<file path="config.mk">
export PLATFORM = sky130hd
export DESIGN_NAME = fpu_exception_responder_flat
export DESIGN_NICKNAME = d
export VERILOG_FILES = /design/src/rtl/fpu_exception_responder_if.sv /design/src/rtl/fpu_exception_responder.sv /design/src/flat_wrapper.sv
export SDC_FILE = /design/constraint.sdc
export NUM_CORES = 1
export LEC_CHECK = 0
export CORE_MARGIN = 2
export CORE_UTILIZATION = 25
export CTS_BUF_LIST = sky130_fd_sc_hd__clkbuf_16
export DETAILED_ROUTE_END_ITERATION = 6
export SYNTH_ARGS = -nofsm -noshare
export SYNTH_HDL_FRONTEND = slang
export SYNTH_SLANG_ARGS = --single-unit
</file>
<file path="constraint.sdc">
create_clock -name clk -period 2.4 [get_ports clk]
set_input_delay 0.24 -clock clk [delete_from_list [all_inputs] [get_ports clk]]
set_output_delay 0.24 -clock clk [all_outputs]
set_load 0.005 [all_outputs]
</file>
<file path="src/rtl/fpu_exception_responder_if.sv">
// Handshake and status bundle between the FPU/CPU side and the exception responder.
interface fpu_exception_responder_if;
    logic       fpu_int;
    logic [5:0] fpu_exc;
    logic       wait_req;
    logic       clex_req;
    logic       clex_nowait;
    logic       irq_ack;
    logic       wait_grant;
    logic       fault;
    logic       clex_done;
    logic       exception_clear;
    logic       irq;
    logic [5:0] exc_snapshot;
    logic [7:0] exc_count;
    logic       busy;

    modport master (
        output fpu_int, fpu_exc, wait_req, clex_req, clex_nowait, irq_ack,
        input  wait_grant, fault, clex_done, exception_clear, irq,
               exc_snapshot, exc_count, busy
    );

    modport slave (
        input  fpu_int, fpu_exc, wait_req, clex_req, clex_nowait, irq_ack,
        output wait_grant, fault, clex_done, exception_clear, irq,
               exc_snapshot, exc_count, busy
    );
endinterface

</file>
<file path="src/rtl/fpu_exception_responder.sv">
// Routes FPU exception interrupts to the CPU and arbitrates wait-check and
// exception-clear requests from the instruction sequencer.
module fpu_exception_responder (
    input  logic                        clk,
    input  logic                        reset,
    fpu_exception_responder_if.slave    bus
);

    typedef enum logic [2:0] {
        IDLE,
        IRQ_PEND,
        SERVICED,
        CLEAR,
        CLEAR_DONE
    } state_t;

    state_t     state;
    state_t     state_next;
    logic       grant_q;
    logic       fault_q;
    logic       grant_next;
    logic       fault_next;
    logic       raise;
    logic       accept;
    logic       responding;
    logic [5:0] snap_q;
    logic [7:0] count_q;

    // A request still held during its own response pulse must not be answered twice.
    assign responding = grant_q | fault_q;

    always_comb begin
        state_next = state;
        grant_next = 1'b0;
        fault_next = 1'b0;
        raise      = 1'b0;
        accept     = 1'b0;
        case (state)
            IDLE, IRQ_PEND, SERVICED: begin
                if (!responding && bus.clex_req) begin
                    if (bus.clex_nowait || !bus.fpu_int) begin
                        accept = 1'b1;
                    end else begin
                        fault_next = 1'b1;
                    end
                end else if (!responding && bus.wait_req) begin
                    if (bus.fpu_int) begin
                        fault_next = 1'b1;
                    end else begin
                        grant_next = 1'b1;
                    end
                end

                if (accept) begin
                    state_next = CLEAR;
                end else if (state == IDLE) begin
                    if (bus.fpu_int) begin
                        raise      = 1'b1;
                        state_next = IRQ_PEND;
                    end
                end else if (state == IRQ_PEND) begin
                    if (bus.irq_ack) begin
                        state_next = SERVICED;
                    end else if (!bus.fpu_int) begin
                        state_next = IDLE;
                    end
                end else begin
                    if (!bus.fpu_int) begin
                        state_next = IDLE;
                    end
                end
            end
            CLEAR:      state_next = CLEAR_DONE;
            CLEAR_DONE: state_next = IDLE;
            default:    state_next = IDLE;
        endcase
    end

    always_ff @(posedge clk) begin
        if (reset) begin
            state   <= IDLE;
            grant_q <= 1'b0;
            fault_q <= 1'b0;
            snap_q  <= '0;
            count_q <= '0;
        end else begin
            state   <= state_next;
            grant_q <= grant_next;
            fault_q <= fault_next;
            if (raise) begin
                snap_q <= bus.fpu_exc;
                if (count_q != '1) begin
                    count_q <= count_q + 8'd1;
                end
            end
        end
    end

    // irq and the clear-sequence pulses are pure decodes of the registered state.
    assign bus.irq             = (state == IRQ_PEND);
    assign bus.exception_clear = (state == CLEAR);
    assign bus.clex_done       = (state == CLEAR_DONE);
    assign bus.busy            = (state == CLEAR) || (state == CLEAR_DONE);
    assign bus.wait_grant      = grant_q;
    assign bus.fault           = fault_q;
    assign bus.exc_snapshot    = snap_q;
    assign bus.exc_count       = count_q;

endmodule

</file>
<file path="src/flat_wrapper.sv">
// flat-port wrapper written by rule: the top's interface ports become plain ports
module fpu_exception_responder_flat 
  (clk, reset, bus_fpu_int, bus_fpu_exc, bus_wait_req, bus_clex_req, bus_clex_nowait, bus_irq_ack, bus_wait_grant, bus_fault, bus_clex_done, bus_exception_clear, bus_irq, bus_exc_snapshot, bus_exc_count, bus_busy);
  fpu_exception_responder_if bus_i ();
  input  logic clk;
  input  logic reset;
  input wire logic [$bits(bus_i.fpu_int)-1:0] bus_fpu_int;
  input wire logic [$bits(bus_i.fpu_exc)-1:0] bus_fpu_exc;
  input wire logic [$bits(bus_i.wait_req)-1:0] bus_wait_req;
  input wire logic [$bits(bus_i.clex_req)-1:0] bus_clex_req;
  input wire logic [$bits(bus_i.clex_nowait)-1:0] bus_clex_nowait;
  input wire logic [$bits(bus_i.irq_ack)-1:0] bus_irq_ack;
  output wire logic [$bits(bus_i.wait_grant)-1:0] bus_wait_grant;
  output wire logic [$bits(bus_i.fault)-1:0] bus_fault;
  output wire logic [$bits(bus_i.clex_done)-1:0] bus_clex_done;
  output wire logic [$bits(bus_i.exception_clear)-1:0] bus_exception_clear;
  output wire logic [$bits(bus_i.irq)-1:0] bus_irq;
  output wire logic [$bits(bus_i.exc_snapshot)-1:0] bus_exc_snapshot;
  output wire logic [$bits(bus_i.exc_count)-1:0] bus_exc_count;
  output wire logic [$bits(bus_i.busy)-1:0] bus_busy;
  assign bus_i.fpu_int = bus_fpu_int;
  assign bus_i.fpu_exc = bus_fpu_exc;
  assign bus_i.wait_req = bus_wait_req;
  assign bus_i.clex_req = bus_clex_req;
  assign bus_i.clex_nowait = bus_clex_nowait;
  assign bus_i.irq_ack = bus_irq_ack;
  assign bus_wait_grant = bus_i.wait_grant;
  assign bus_fault = bus_i.fault;
  assign bus_clex_done = bus_i.clex_done;
  assign bus_exception_clear = bus_i.exception_clear;
  assign bus_irq = bus_i.irq;
  assign bus_exc_snapshot = bus_i.exc_snapshot;
  assign bus_exc_count = bus_i.exc_count;
  assign bus_busy = bus_i.busy;
  fpu_exception_responder u_core (.clk(clk), .reset(reset), .bus(bus_i));
endmodule
</file>
==> reports/metrics.yaml <==
run_status:
  status: "completed"
timing:
  period_needed_ns: 2.05
  relSlewSlack_pct: 71.8
  max_freq_mhz: 489
  tightestPinTransition_ns: 0.423
  setup_viol: 0
  drv_slew: 0
  post-route-period-util_pct: 85.3
  hold_viol: 0
  grt_setup_unrepaired: "no"
  setup_tns_ns: 0
  skew_ns: 0.00197
clock_tree:
  postCtsResizedCells: 0
  holdBufCountCts: 0
  cts_buffers: 3
  cts-root-buf: "clkbuf_16"
  clk_pin_slew_ns: 0.05
  htree_levels: 1
  cts_tree: "yes"
  postCtsSetupBuffers: 0
  clock-sinks: 19
  clk_latency_ns: 0.25
  clockBufferDepth: 2
setup_path:
  crit_arrival_ns: 2.23
  cp-start-kind: "input pin"
  cp-end-kind: "register"
  path_max_fanout: 14
  crit_type: "in -> reg"
  crit_required_ns: 2.58
logic_synthesis:
  synth_cell_types: 29
  synth_ff_type: "dfxtp_1"
  synthCells: 103
  avgSynthCellArea_um2: 8.35
  async_flop_share_pct: 0
  ys_seq_area_share_pct: 44.3
  syn_area_um2: 860
  synth_seq_cells: 19
  synthTopCellsByArea: "dfxtp_1 (44%), a21oi_1 (7.6%), nand2_1 (6.1%)"
  ys_warn_count: 0
  synth_top_area_share_pct: 44.3
  synth_fp_nets: 117
  synth_largest_area_cell: "dfxtp_1"
  synth_edf_count: 0
grt:
  grt_antenna_before_repair: 0
  grt_pass1_wl_um: 3420
  grt_max_degree: 17
  grt_usage_pct: 10.7
  grt_pass1_vias: 755
  overflow: 0
power:
  power.density_mw_per_mm2: 605
  p_total_uw: 799
  ir_drop_mv: 0.332
  p_leak_nw: 0.464
cells_and_area:
  final_area_mm2: 0.00132
  final_cell_mix: "clkdlybuf4s50_1 (32), dfxtp_1 (19), nand2_1 (14), a21oi_1 (13)"
  antenna_cells: 0
  final_layout_size_suffix_gt1_share_pct: 6.52
  nNetsFinal: 153
  finalNonFillerCells: 184
  syn_to_final_growth_pct: 53.6
  final_common_cell: "clkdlybuf4s50_1"
routing:
  vias: 865
  first_pass_iters: 4
  drc: 0
  drt_iter0_markers: 20
  viasPerCell: 4.70
  ant_nets: 0
  wirelength_um: 2090
  wire_per_inst_um: 11.3
floorplan:
  fp-row-count: 21
  num_io_pins: 33
  initial_utilization_pct: 26.0
  core-area_mm2: 0.00331
  dieHeight_um: 62.6
  die_width_um: 62.6
  dieArea_mm2: 0.00392
placed_design:
  port_buffers: 32
  globalplace.congestion: 0.753
  dp.cells: 180
  place_area_mm2: 0.00124
  place_hpwl_um: 1560
hold_path:
  min_path_type: "reg -> reg"
job:
  cap_viol_max_count: 0
==> through the flow <==
step	setup WS, ns	hold WS [ns]	utilization [%]
after CTS	0.360	0.456	39.9
after detailed placement	0.120	0.449	37.5
after global placement	0.155	0.447	37.5
after floorplan	0.527	0.316	-
after global routing	0.218	0.473	39.9
final	0.354	0.452	39.9
==> cell type report <==
class                           count  area (um2)
Fill cell                         361        1990
Inverter                            3        11.3
Sequential cell                    19         380
Multi-Input combinational cell     76         442
Clock inverter                      1        3.75
Timing Repair Buffer               36         350
Clock buffer                        3        75.1
Tap cell                           46        57.6
==> logic make-up after synthesis <==
logic type / share of synthesized area (%)
AND/OR/NAND/NOR: 30.7
multiplexers: 1.31
flip-flops: 44.2
adder cells (fa/ha/maj): 1.46
AO/OA/AOI/OAI: 17.9
buffers and inverters: 4.37
==> per-layer routing <==
layer / share of wire [%] / vias to the layer above / GRT usage (%)
met5: 0 / - / 0
met4: 0.67 / 0 / 2.50
met3: 5.9 / 2 / 4.14
met2: 47 / 22 / 17.2
met1: 46 / 395 / 13.4
li1: - / 446 / -
==> Yosys cell counts (all sizes together) (2+ instances only) <==
master,number
and4,2
nor3,2
nand3,5
a31oi,3
a21oi,13
or4,4
or3,2
o31ai,4
clkbuf,4
nand3b,2
nor3b,3
inv,3
nand2,14
nor2,5
o21ai,3
nor2b,3
dfxtp,19
==> path summary, 6_finish.rpt <==
| kind | startpoint | endpoint | slack (ns) | cells past startpoint |
|---|---|---|---|---|
| setup / recovery | bus_fpu_int | u_core.bus.exc_count[4] | 0.35 | 5 |
| hold / removal | u_core.bus.exc_snapshot[0] | u_core.bus.exc_snapshot[0] | 0.45 | 2 |
| setup reg to reg | u_core.state[0] | u_core.bus.exc_count[4] | 0.36 | 4 |
| hold reg to reg | u_core.bus.exc_snapshot[0] | u_core.bus.exc_snapshot[0] | 0.45 | 2 |
==> sequential cells by signal (all words and copies together) (netlist names) <==
register	count
u_core.bus.exc_count	8
u_core.bus.exc_snapshot	6
u_core.state	3
u_core.bus.fault	1
u_core.bus.wait_grant	1
==> worst max-delay path, cell delays in order <==
cell	delay (ns)
clkdlybuf4s50_1	0.47
or4b_1	0.46
a31o_1	0.35
or4_1	0.55
a21oi_1	0.15
==> power by group <==
part	internal, mW	total, mW	switching (mW)
clock	0.221	0.334	0.112
sequential	0.331	0.348	0.0165
combinational	0.0689	0.118	0.0486
Note: power is estimated with default switching activity, not from simulation.
